## src/rtl/board_saver.sv

```systemverilog
// Captures one generation of the Life board from the cell stream and serves it
// to the HPS as an ioctl upload, one byte per cell ({7'b0, alive}).
module board_saver #(
   parameter int CELLS = 2073600,
   parameter int DEPTH = 16
) (
   input  logic        CLK_50M,
   input  logic        RESET,
   input  logic        save_req,
   input  logic        frame_start,
   input  logic        cell_valid,
   input  logic        cell_bit,
   output logic        cell_hold,
   input  logic        ioctl_upload,
   input  logic        ioctl_rd,
   input  logic [26:0] ioctl_addr,
   output logic [7:0]  ioctl_din,
   output logic        busy,
   output logic        done,
   output logic [1:0]  err
);

   localparam int CW = $clog2(CELLS + 1);
   localparam int AW = $clog2(DEPTH);
   localparam int NW = $clog2(DEPTH + 1);
   localparam logic [CW-1:0] LAST    = CW'(CELLS);
   localparam logic [NW-1:0] FULL    = NW'(DEPTH);
   localparam logic [NW-1:0] HOLD_AT = NW'(DEPTH - 2);

   typedef enum logic [1:0] {IDLE, ARM, CAPTURE, DRAIN} state_t;

   state_t         state;
   // Only the alive bit is stored; the upper seven bits of every byte are zero.
   logic [DEPTH-1:0] mem;
   logic [AW-1:0]  wr_ptr;
   logic [AW-1:0]  rd_ptr;
   logic [NW-1:0]  count;
   logic [CW-1:0]  cell_cnt;
   logic [CW-1:0]  rd_cnt;

   logic active;
   logic abort;
   logic push_req;
   logic last_push;
   logic pop;
   logic push;
   logic drop;
   logic rd_empty;
   logic addr_bad;
   logic complete;

   assign active    = (state != IDLE);
   assign abort     = active && !ioctl_upload;
   assign push_req  = cell_valid && ((state == CAPTURE) || ((state == ARM) && frame_start));
   assign last_push = push_req && (cell_cnt == LAST - CW'(1));
   assign pop       = active && ioctl_rd && (count != '0);
   assign push      = push_req && ((count != FULL) || pop);
   assign drop      = push_req && (count == FULL) && !pop;
   assign rd_empty  = active && ioctl_rd && (count == '0);
   assign addr_bad  = pop && (ioctl_addr != 27'(rd_cnt));
   assign complete  = (state == DRAIN) && (count == '0) && (rd_cnt == LAST);

   // Dropped cells still count toward CELLS, so a lossy capture ends in DRAIN
   // without ever completing; only an upload abort gets it back to IDLE.
   always_ff @(posedge CLK_50M or posedge RESET) begin
      if (RESET) begin
         state     <= IDLE;
         mem       <= '0;
         wr_ptr    <= '0;
         rd_ptr    <= '0;
         count     <= '0;
         cell_cnt  <= '0;
         rd_cnt    <= '0;
         cell_hold <= 1'b0;
         ioctl_din <= 8'h00;
         busy      <= 1'b0;
         done      <= 1'b0;
         err       <= 2'b00;
      end else begin
         done      <= 1'b0;
         cell_hold <= (count >= HOLD_AT);
         ioctl_din <= (count != '0) ? {7'b0, mem[rd_ptr]} : 8'h00;
         if (abort) begin
            state  <= IDLE;
            busy   <= 1'b0;
            wr_ptr <= '0;
            rd_ptr <= '0;
            count  <= '0;
         end else begin
            case (state)
               IDLE: begin
                  if (save_req && ioctl_upload) begin
                     state    <= ARM;
                     busy     <= 1'b1;
                     err      <= 2'b00;
                     cell_cnt <= '0;
                     rd_cnt   <= '0;
                     wr_ptr   <= '0;
                     rd_ptr   <= '0;
                     count    <= '0;
                  end
               end
               ARM: begin
                  if (frame_start) state <= last_push ? DRAIN : CAPTURE;
               end
               CAPTURE: begin
                  if (last_push) state <= DRAIN;
               end
               DRAIN: begin
                  if (complete) begin
                     state <= IDLE;
                     busy  <= 1'b0;
                     done  <= 1'b1;
                  end
               end
               default: state <= IDLE;
            endcase
            if (push) begin
               mem[wr_ptr] <= cell_bit;
               wr_ptr      <= wr_ptr + AW'(1);
            end
            if (pop) begin
               rd_ptr <= rd_ptr + AW'(1);
               rd_cnt <= rd_cnt + CW'(1);
            end
            if (push_req) cell_cnt <= cell_cnt + CW'(1);
            if (push && !pop) count <= count + NW'(1);
            else if (pop && !push) count <= count - NW'(1);
            if (drop) err[0] <= 1'b1;
            if (rd_empty || addr_bad) err[1] <= 1'b1;
         end
      end
   end

endmodule
```

## config.mk

```make
export PLATFORM = sky130hd
export DESIGN_NAME = board_saver
export DESIGN_NICKNAME = d
export VERILOG_FILES = /design/src/rtl/board_saver.sv
export SDC_FILE = /design/constraint.sdc
export NUM_CORES = 1
export LEC_CHECK = 0
export BUFFER_PORTS_ARGS = -buffer_cell sky130_fd_sc_hd__buf_2
export CORE_ASPECT_RATIO = 0.6
export CORE_MARGIN = 2
export CORE_UTILIZATION = 24
export DETAILED_ROUTE_END_ITERATION = 7
export RECOVER_POWER = 50
export SYNTH_ARGS = -nofsm -noshare
export SYNTH_HDL_FRONTEND = slang
export SYNTH_SLANG_ARGS = --single-unit
```

## constraint.sdc

```tcl
create_clock -name CLK_50M -period 2.84 [get_ports CLK_50M]
set_input_delay 0.568 -clock CLK_50M [delete_from_list [all_inputs] [get_ports CLK_50M]]
set_output_delay 0.568 -clock CLK_50M [all_outputs]
set_load 0.05 [all_outputs]
```

==> results of run 1 <==
-- critical path, stage by stage (launching register included) --
cell and delay, ns:
dfrtp_1 0.44, inv_1 0.11, ha_1 0.18, or4b_4 0.52
and2_1 0.20, inv_1 0.06, ha_2 0.25, and3_2 0.24
or4_1 0.51, o21ai_0 0.08
-- cell families (layout without fill, tap and decap cells) --
group | count (synthesis) | after routing | share of synthesized area, %
buf+inv | 48 | 91 | 4.57
xor+xnor | 41 | 41 | 7.62
other cells | 1 | 7 | 0.0796
flops | 79 | 79 | 42.0
fa+ha+maj | 18 | 18 | 4.78
simple gates | 205 | 205 | 23.1
mux | 30 | 30 | 8.15
compound gates | 73 | 73 | 9.75
-- final timing paths --
check | startpoint | end | depth (start not counted)
max | count[0] | count[2] | 9
min | mem[2] | mem[2] | 1
max reg2reg | count[0] | count[2] | 9
min reg2reg | mem[2] | mem[2] | 1
max in group asynchronous | RESET | cell_hold | 3
min in group asynchronous | RESET | mem[10] | 2
-- layer usage --
metal	routed length, um	global-route usage (%)	vias to the layer above	part of all wire (%)
li1	-	-	1866	-
met1	6250	18.9	1853	55
met2	4370	14.9	102	38
met3	630	3.05	13	5.5
met4	171	3.39	0	1.5
met5	0	0	-	0
-- placed cells by master (no fill, tap or decap), drive strengths merged, types with 2 or more instances in the layout --
cell	synthesis	routed
clkbuf	21	16
a31oi	8	8
mux4	5	5
nand4	34	34
mux2i	8	8
a21o	3	3
xor2	19	19
and3	12	12
inv	17	18
clkinvlp	0	4
mux2	17	17
nor4	9	9
nor4b	4	4
ha	18	18
or3	2	2
or4	6	6
xnor2	22	22
nor2	32	32
or2	2	2
a21oi	5	5
conb	1	7
and4	5	5
nand3	19	19
nand2	58	58
dfrtp	79	79
and2	6	6
nor2b	3	3
o21ai	34	34
a22o	4	4
o31ai	8	8
o211ai	3	3
nor4bb	2	2
a32o	2	2
buf	10	52
nor3	6	6
-- sequential cells by signal, indices dropped and copies added, names as in the netlist, 2 cells and up --
name and flops:
rd_cnt 21, state 2, rd_ptr 4, count 5, cell_cnt 21, wr_ptr 4
err 2, mem 16
-- layout make-up --
type                    count  area [um^2]  area share [%]
multi-input cells         374         2550            45.9
clock inverters             6         68.8            1.24
clock buffers              10          239            4.31
flip-flops and latches     79         1980            35.6
repair buffers             58          322            5.79
inverters                  17         63.8            1.15
well taps                 266          333            6.00
-- power groups by stage --
stage	combinational, mW	sequential (mW)	clock (mW)
after global placement	1.33	1.45	0
final	1.37	1.43	1.20
after CTS	1.36	1.43	1.23
after floorplan	0.944	1.47	0
after global routing	1.53	1.46	1.28
after detailed placement	1.34	1.45	0
-- repair_timing --
| action | CTS | global route |
|---|---|---|
| gates resized for setup | 0 | 3 |
| buffers inserted | 0 | 0 |
| setup endpoints to repair | 0 | 3 |
-- per-stage QoR --
step	hold slack (ns)	power (mW)	worst slack, ns	cells	instance area (um^2)
after floorplan	0.474	2.42	0.172	501	4730
after global placement	0.487	2.78	0.207	794	5250
after detailed placement	0.496	2.79	0.161	794	5250
after CTS	0.401	4.02	0.139	810	5560
after global routing	0.529	4.26	0.0222	810	5550
final	0.506	4.00	0.160	810	5550
==> impl_metrics.csv, run 1 <==
group,metric,value,unit
floorplanning,die_area,0.0208,mm^2
routing,drt_pass1_iterations,5,
routing,drcViolationCount,0,
timing,finalSetupViolations,0,
clock_network,cts.clk_slew.worst_paths,0.06,ns
synthesis,synth.most_common_cell,"dfrtp_1",
critical_path,cp-start-kind,"register",
power_and_ir_drop,p_clk_share,30.0,%
synthesis,synth_edf_count,0,
floorplanning,io_pins,48,
synthesis,ys_seq_area_share,42.0,%
clock_network,cts_root_buffer,"clkbuf_16",
clock_network,cts_buffer_depth,2,
critical_path,worstPathArrival,2.94,ns
synthesis,synth_area_leader_cell,"dfrtp_1",
global_routing,grt_max_degree,49,
status,violations,"capacitance limit, slew limit",
routing,drt_wl_total,11400,um
synthesis,synth.distinct_cells,50,
flow_run,max_cap_violations,1,
timing,fin_setup_tns,0,ns
routing,drt_iter0_drc,251,
synthesis,yosys_warnings,0,
clock_network,cts.sinks,79,
power_and_ir_drop,p_sw_share,37.9,%
power_and_ir_drop,cellLeakagePower,2.44,nW
finish,antenna_cells,0,
global_routing,grt_pass1_vias,3630,
placed_design,portBuffers,40,
global_routing,globalRoute.totalOverflow,0,
critical_path,worstSetupPathType,"reg -> reg",
clock_network,cts_max_level,3,
finish,fin_nets,592,
clock_network,insertion_delay,0.34,ns
power_and_ir_drop,power.switching,1.52,mW
finish,drive_gt1_share,18.4,%
floorplanning,core-area,0.0191,mm^2
timing,tightest_slew,1.83,ns
timing,skew,0.00798,ns
finish,syn_to_final_growth,17.8,%
timing,hold_viol_final,0,
placed_design,gp_congestion,0.836,
floorplanning,initial_utilization,24.6,%
synthesis,synth_top_area_share,42.0,%
clock_network,cts_buffers,9,
timing,fmaxAchievable,373,MHz
global_routing,track_usage,11.7,%
floorplanning,chipHeight,113,um
timing,rsz0062_at_grt,"false",
synthesis,synth_area_leaders,"dfrtp_1 (42%), ha_1 (4.8%), nand2_1 (4.6%)",
timing,relSlewSlack,-21.9,%
critical_path,crit_required,3.10,ns
clock_network,cts-hold-fix-buffers,0,
clock_network,cts_tree,"done",
floorplanning,fp-row-count,39,
synthesis,syn_area_per_cell,9.52,um^2
synthesis,async_flop_share,100,%
finish,postLayoutCoreUtil,29.0,%
placed_design,dp_hpwl,8520,um
synthesis,netlist_area,0.00471,mm^2
synthesis,synth-seq-cells,79,
timing,final_max_slew_viol_count,49,
routing,routedWlPerCell,14.1,um
routing,vias,3834,
status,outcome,"complete, but fails checks",
routing,avgViaCountPerCell,4.73,
critical_path,crit_path_end_kind,"register",
timing,layout_min_cycle_time,2.68,ns
power_and_ir_drop,intPower,2.49,mW
timing,fin_crit_sh,94.4,%
global_routing,grt_pass1_wl,19200,um
power_and_ir_drop,p_per_area,721,mW/mm^2
synthesis,synth_flop_cell,"dfrtp_1",
power_and_ir_drop,sequentialPowerShare,35.8,%
synthesis,synth_cells,495,
power_and_ir_drop,ir_worst_vdd,0.297,mV
critical_path,critPathMaxFanout,10,
worst_hold_path,hp-class,"reg -> reg",
floorplanning,die_w,185,um
routing,drtAntennaViolNets,0,
global_routing,antenna_found_initial,0,
power_and_ir_drop,combPwrFrac,34.2,%
critical_path,regToRegSetupSlack,0.16,ns
finish,n_fill_cell,2034,
synthesis,synthTopCellsByCount,"dfrtp_1 (79), nand2_1 (58), o21ai_0 (34), nand4_1 (33), nor2_1 (32)",
No activity file was read; power rests on OpenSTA's default activity.
==> run 2, diff against run 1 <==
--- a/config.mk
+++ b/config.mk
@@ -10,6 +10,7 @@
 export CORE_MARGIN = 2
 export CORE_UTILIZATION = 24
 export DETAILED_ROUTE_END_ITERATION = 7
+export HOLD_SLACK_MARGIN = 0.06
 export RECOVER_POWER = 50
 export SYNTH_ARGS = -nofsm -noshare
 export SYNTH_HDL_FRONTEND = slang
==> constraint.sdc (replaced) <==
create_clock -name CLK_50M -period 3.01 [get_ports CLK_50M]
set_input_delay 0.602 -clock CLK_50M [delete_from_list [all_inputs] [get_ports CLK_50M]]
set_output_delay 0.602 -clock CLK_50M [all_outputs]
set_load 0.05 [all_outputs]
==> run 2 against run 1 <==
The flow still finishes with violations (capacitance limit, slew limit). Clock skew increased by 0.00052 ns. Routed wire length up 0.24%. Worst hold slack lost 0.0019 ns. Critical endpoint unchanged. Largest cell class unchanged. Highest routed layer unchanged.
==> impl_metrics.csv, run 2 (same netlist as run 1, synthesis figures left out) <==
group,metric,value,unit
status,outcome,"complete, but fails checks",
status,violations,"capacitance limit, slew limit",
timing,final_max_slew_viol_count,46,
global_routing,globalRoute.totalOverflow,0,
clock_network,cts_buffers,9,
routing,avgViaCountPerCell,4.60,
timing,fmaxAchievable,369,MHz
critical_path,critPathMaxFanout,8,
clock_network,cts_tree,"done",
finish,drive_gt1_share,17.3,%
finish,antenna_cells,0,
routing,drt_wl_total,11400,um
power_and_ir_drop,ir_worst_vdd,0.357,mV
critical_path,crit_chain,"inv_1, ha_1, nor2b_1, and3b_1, nor2_1, ha_1, or2_2, nand2_1, or4_1, o21ai_0",
finish,syn_to_final_growth,17.1,%
global_routing,grt_pass1_vias,3457,
critical_path,worstPathArrival,2.98,ns
finish,layout_commonest_cell,"dfrtp_1",
routing,drtAntennaViolNets,0,
routing,routedWlPerCell,14.3,um
timing,hold_viol_final,0,
placed_design,portBuffers,40,
floorplanning,fp-row-count,39,
critical_path,worst_path_most_repeated_cell,"ha_1",
floorplanning,die_area,0.0208,mm^2
timing,worst_hold_slack,0.505,ns
floorplanning,initial_utilization,24.6,%
power_and_ir_drop,p_per_area,685,mW/mm^2
global_routing,track_usage,11.7,%
critical_path,max_stage_delay,0.47,ns
timing,layout_min_cycle_time,2.71,ns
routing,drt_pass1_iterations,5,
clock_network,cts.sinks,79,
timing,tightest_slew,2.02,ns
floorplanning,core-area,0.0191,mm^2
critical_path,crit_path_end_kind,"register",
placed_design,dp_hpwl,8420,um
timing,relSlewSlack,-35.3,%
global_routing,grt_pass1_wl,19100,um
clock_network,cts-hold-fix-buffers,0,
clock_network,cts_root_buffer,"clkbuf_16",
clock_network,cts_max_level,3,
critical_path,cp-start-kind,"register",
critical_path,critPathSlowestCell,"or4_1",
finish,regArea,0.00198,mm^2
timing,finalSetupViolations,0,
critical_path,worstSetupPathType,"reg -> reg",
critical_path,crit_required,3.28,ns
finish,multi_input_area,0.00254,mm^2
clock_network,cts.clk_slew.worst_paths,0.06,ns
finish,top_regs,"cell_cnt (21), rd_cnt (21), mem (16)",
flow_run,max_cap_violations,1,
placed_design,gp_congestion,0.855,
power_and_ir_drop,cellLeakagePower,2.43,nW
finish,n_fill_cell,2064,
global_routing,grt_max_degree,46,
timing,skew,0.00849,ns
finish,final_cell_mix,"dfrtp_1 (79), nand2_1 (58), buf_2 (37)",
clock_network,cts_setup_buffers,0,
global_routing,antenna_found_initial,0,
routing,drt_iter0_drc,285,
finish,fin_cells,803,
floorplanning,die_w,185,um
worst_hold_path,hp-class,"reg -> reg",
finish,fin_nets,585,
routing,drcViolationCount,0,
timing,rsz0062_at_grt,"false",
timing,fin_crit_sh,90.0,%
timing,fin_setup_tns,0,ns
clock_network,ctsResizeCount,0,
clock_network,insertion_delay,0.34,ns
floorplanning,io_pins,48,
routing,vias,3693,
floorplanning,chipHeight,113,um
clock_network,cts_buffer_depth,2,
placed_design,placed_cells,787,
[run 2: path summary, 6_finish.rpt]
| path | start | to | slack (ns) | cells past startpoint |
|---|---|---|---|---|
| setup reg to reg | state[0] | count[2] | 0.30 | 10 |
| setup / recovery | state[0] | count[2] | 0.30 | 10 |
| hold / removal | mem[6] | mem[6] | 0.50 | 1 |
| min in group asynchronous | RESET | state[0] | 0.80 | 2 |
| max in group asynchronous | RESET | err[1] | 0.58 | 3 |
| hold reg to reg | mem[6] | mem[6] | 0.50 | 1 |
[run 2: per-layer routing]
| metal | GRT usage, % | vias to the layer above | part of all wire [%] |
|---|---|---|---|
| li1 | - | 1850 | - |
| met1 | 18.7 | 1757 | 56 |
| met2 | 14.7 | 69 | 38 |
| met3 | 3.34 | 17 | 4.5 |
| met4 | 3.54 | 0 | 1.6 |
| met5 | 0 | - | 0 |
[run 2: report_power, final]
| part | switching (mW) | internal [mW] |
|---|---|---|
| Clock | 0.442 | 0.746 |
| Combinational | 0.765 | 0.457 |
| Sequential | 0.180 | 1.19 |
[run 2: metrics by stage]
| stage | worst slack, ns | total power [mW] | utilization (%) | cell area (um^2) |
|---|---|---|---|---|
| floorplan | 0.342 | 2.28 | - | 4730 |
| global placement | 0.392 | 2.59 | 27.2 | 5210 |
| detailed placement | 0.321 | 2.60 | 27.2 | 5210 |
| CTS | 0.297 | 3.81 | 28.9 | 5530 |
| global route | 0.0483 | 4.03 | 28.8 | 5520 |
| finish | 0.300 | 3.78 | 28.8 | 5520 |
[run 2: final cells by class]
cell class,instances,share of cell area (%)
multi-input combinational,374,46.1
sequential,79,35.8
tap,266,6.03
timing repair buffer,51,5.01
clock buffer,10,4.33
clock inverter,6,1.52
inverter,17,1.18
[run 2: worst max-delay path, delay by kind of cell, from the launching register on]
| family | cells | cell delay, ns |
|---|---|---|
| compound gates | 1 | 0.08 |
| fa+ha+maj | 2 | 0.62 |
| simple gates | 6 | 1.35 |
| buf+inv | 1 | 0.12 |
| flops | 1 | 0.45 |
==> run 3, diff against run 2 <==
==> constraint.sdc (replaced) <==
create_clock -name CLK_50M -period 2.8 [get_ports CLK_50M]
set_input_delay 0.56 -clock CLK_50M [delete_from_list [all_inputs] [get_ports CLK_50M]]
set_output_delay 0.56 -clock CLK_50M [all_outputs]
set_load 0.05 [all_outputs]
==> run 3 against run 2 <==
The flow still finishes with violations (capacitance limit, slew limit). Flip-flop and latch count is the same. Combinational power grew 16%. First-iteration DRC count shrank 7.0%. Total power grew 6.5%. Sequential power grew 6%. Via count grew 2.2%. Largest cell class unchanged. Largest power group unchanged.
==> impl_metrics.csv, run 3 (same netlist as run 1, synthesis figures left out) <==
group,metric,value,unit
routing,routedWlPerCell,14.1,um
global_routing,globalRoute.totalOverflow,0,
routing,dr_wl_met3,594,um
critical_path,crit_path_end_kind,"register",
finish,layout_commonest_cell,"dfrtp_1",
finish,fin_nets,594,
worst_hold_path,hold_depth,1,
worst_hold_path,hp-class,"reg -> reg",
clock_network,cts.sinks,79,
worst_hold_path,min_to,"mem[7]",
timing,finalSetupViolations,0,
timing,skew,0.00645,ns
placed_design,gp_congestion,0.820,
power_and_ir_drop,power.switching,1.51,mW
finish,n_fill_cell,2016,
status,outcome,"complete, but fails checks",
routing,drt_pass1_iterations,5,
timing,fmaxAchievable,386,MHz
timing,fin_setup_tns,0,ns
routing,drcViolationCount,0,
clock_network,cts_buffer_depth,2,
placed_design,dp_hpwl,8540,um
power_and_ir_drop,sequentialPowerShare,36.1,%
routing,drt_wl_total,11400,um
clock_network,insertion_delay,0.34,ns
finish,multi_input_area,0.00256,mm^2
clock_network,cts.clk_slew.worst_paths,0.06,ns
timing,rsz0062_at_grt,"false",
routing,vias,3774,
power_and_ir_drop,ir_worst_vdd,0.315,mV
timing,relSlewSlack,-0.662,%
routing,dr_wl_met2,4490,um
critical_path,critPathMaxFanout,12,
critical_path,worstReg2RegStart,"state[0]",
worst_hold_path,min_from,"mem[7]",
power_and_ir_drop,intPower,2.51,mW
finish,regArea,0.00198,mm^2
finish,antenna_cells,0,
global_routing,grt_max_degree,36,
critical_path,worstSetupPathType,"reg -> reg",
clock_network,cts_root_buffer,"clkbuf_16",
floorplanning,fp-row-count,39,
routing,wl_met1,6230,um
status,violations,"capacitance limit, slew limit",
placed_design,placed_cells,796,
flow_run,max_cap_violations,1,
finish,fin_cells,812,
critical_path,cp-start-kind,"register",
routing,avgViaCountPerCell,4.65,
critical_path,worstPathArrival,2.81,ns
clock_network,cts_max_level,3,
floorplanning,io_pins,48,
floorplanning,die_area,0.0208,mm^2
finish,top_regs,"cell_cnt (21), rd_cnt (21), mem (16)",
clock_network,cts_buffers,9,
placed_design,portBuffers,40,
power_and_ir_drop,combPwrFrac,35.1,%
floorplanning,core-area,0.0191,mm^2
global_routing,grt_pass1_wl,19100,um
critical_path,crit_required,3.02,ns
floorplanning,die_w,185,um
clock_network,cts_setup_buffers,0,
timing,fin_crit_sh,92.6,%
finish,syn_to_final_growth,18.0,%
timing,layout_min_cycle_time,2.59,ns
finish,drive_gt1_share,18.7,%
critical_path,regToRegSetupSlack,0.21,ns
power_and_ir_drop,p_sw_share,37.6,%
timing,tightest_slew,1.50,ns
routing,drtAntennaViolNets,0,
critical_path,worstRegToRegCells,8,
global_routing,track_usage,11.7,%
clock_network,cts_tree,"done",
global_routing,grt_pass1_vias,3537,
routing,drt_iter0_drc,265,
critical_path,r2r-end,"mem[11]",
timing,hold_viol_final,0,
floorplanning,initial_utilization,24.6,%
power_and_ir_drop,p_clk_share,28.9,%
power_and_ir_drop,cellLeakagePower,2.45,nW
floorplanning,chipHeight,113,um
global_routing,antenna_found_initial,0,
power_and_ir_drop,p_per_area,724,mW/mm^2
routing,routed.top_layer,"met4",
timing,final_max_slew_viol_count,36,
finish,final_cell_mix,"dfrtp_1 (79), nand2_1 (58), buf_2 (37)",
==> run 3: changes by cell type in the layout (fill, tap and decap cells not counted) <==
cell / before / now
nor2b_2: 0 / 1
clkbuf_2: 1 / 0
clkbuf_1: 3 / 7
clkinvlp_4: 0 / 1
bufinv_16: 2 / 1
nor4_2: 0 / 1
nor2b_1: 3 / 2
nor3b_1: 1 / 0
buf_4: 10 / 17
nor3b_2: 0 / 1
nor2_1: 32 / 31
nor2_2: 0 / 1
nor4_1: 9 / 8
clkbuf_8: 1 / 0
==> run 3: power groups by stage <==
stage                     clock network [mW]  registers [mW]  logic (mW)
after floorplan                            0            1.49       0.958
after global placement                     0            1.46        1.37
after global routing                    1.24            1.48        1.56
after CTS                               1.19            1.45        1.39
after detailed placement                   0            1.46        1.38
final                                   1.16            1.45        1.41
==> run 3: timing repair <==
item | CTS | global route
endpoints found under the setup margin | 0 | 8
hold buffers | 0 | 0
resized for setup | 0 | 4
==> run 3: worst max path at each step <==
stage,slack [ns],endpoint,start
2_1_floorplan,0.13,count[2],state[0]
3_3_place_gp,0.28,count[4],count[0]
3_5_place_dp,0.22,mem[12],state[0]
4_1_cts,0.20,mem[12],state[0]
5_1_grt,0.02,count[4],count[0]
6_report,0.21,mem[11],state[0]
==> run 3: critical path: stages (launching register included) <==
cell and delay, ns:
dfrtp_1 0.43, inv_1 0.13, ha_1 0.32, or2_2 0.31, nand3_1 0.33, nor4b_1 0.42
buf_4 0.20, nand2_1 0.06, mux2_2 0.28
==> run 3: final cells by class <==
class	count	area share, %
Inverter	17	1.17
Clock inverter	6	1.10
Clock buffer	10	4.12
Timing Repair Buffer	60	6.03
Tap cell	266	5.99
Sequential cell	79	35.6
Multi-Input combinational cell	374	46.0
==> run 3: per-stage QoR <==
step           power (mW)  instance area [um^2]  hold slack (ns)  utilization (%)  setup slack [ns]
2_1_floorplan        2.45                  4730            0.474                -             0.132
3_3_place_gp         2.84                  5270            0.488             27.5             0.278
3_5_place_dp         2.84                  5270            0.491             27.5             0.216
4_1_cts              4.02                  5560            0.302             29.0             0.197
5_1_grt              4.28                  5560            0.516             29.1            0.0208
6_report             4.02                  5560            0.504             29.1             0.208
==> run 3: per-layer routing <==
layer / vias to the layer above / track usage [%]
met5: - / 0
met4: 0 / 2.28
met3: 10 / 3.21
met2: 91 / 15.0
met1: 1809 / 18.8
li1: 1864 / -
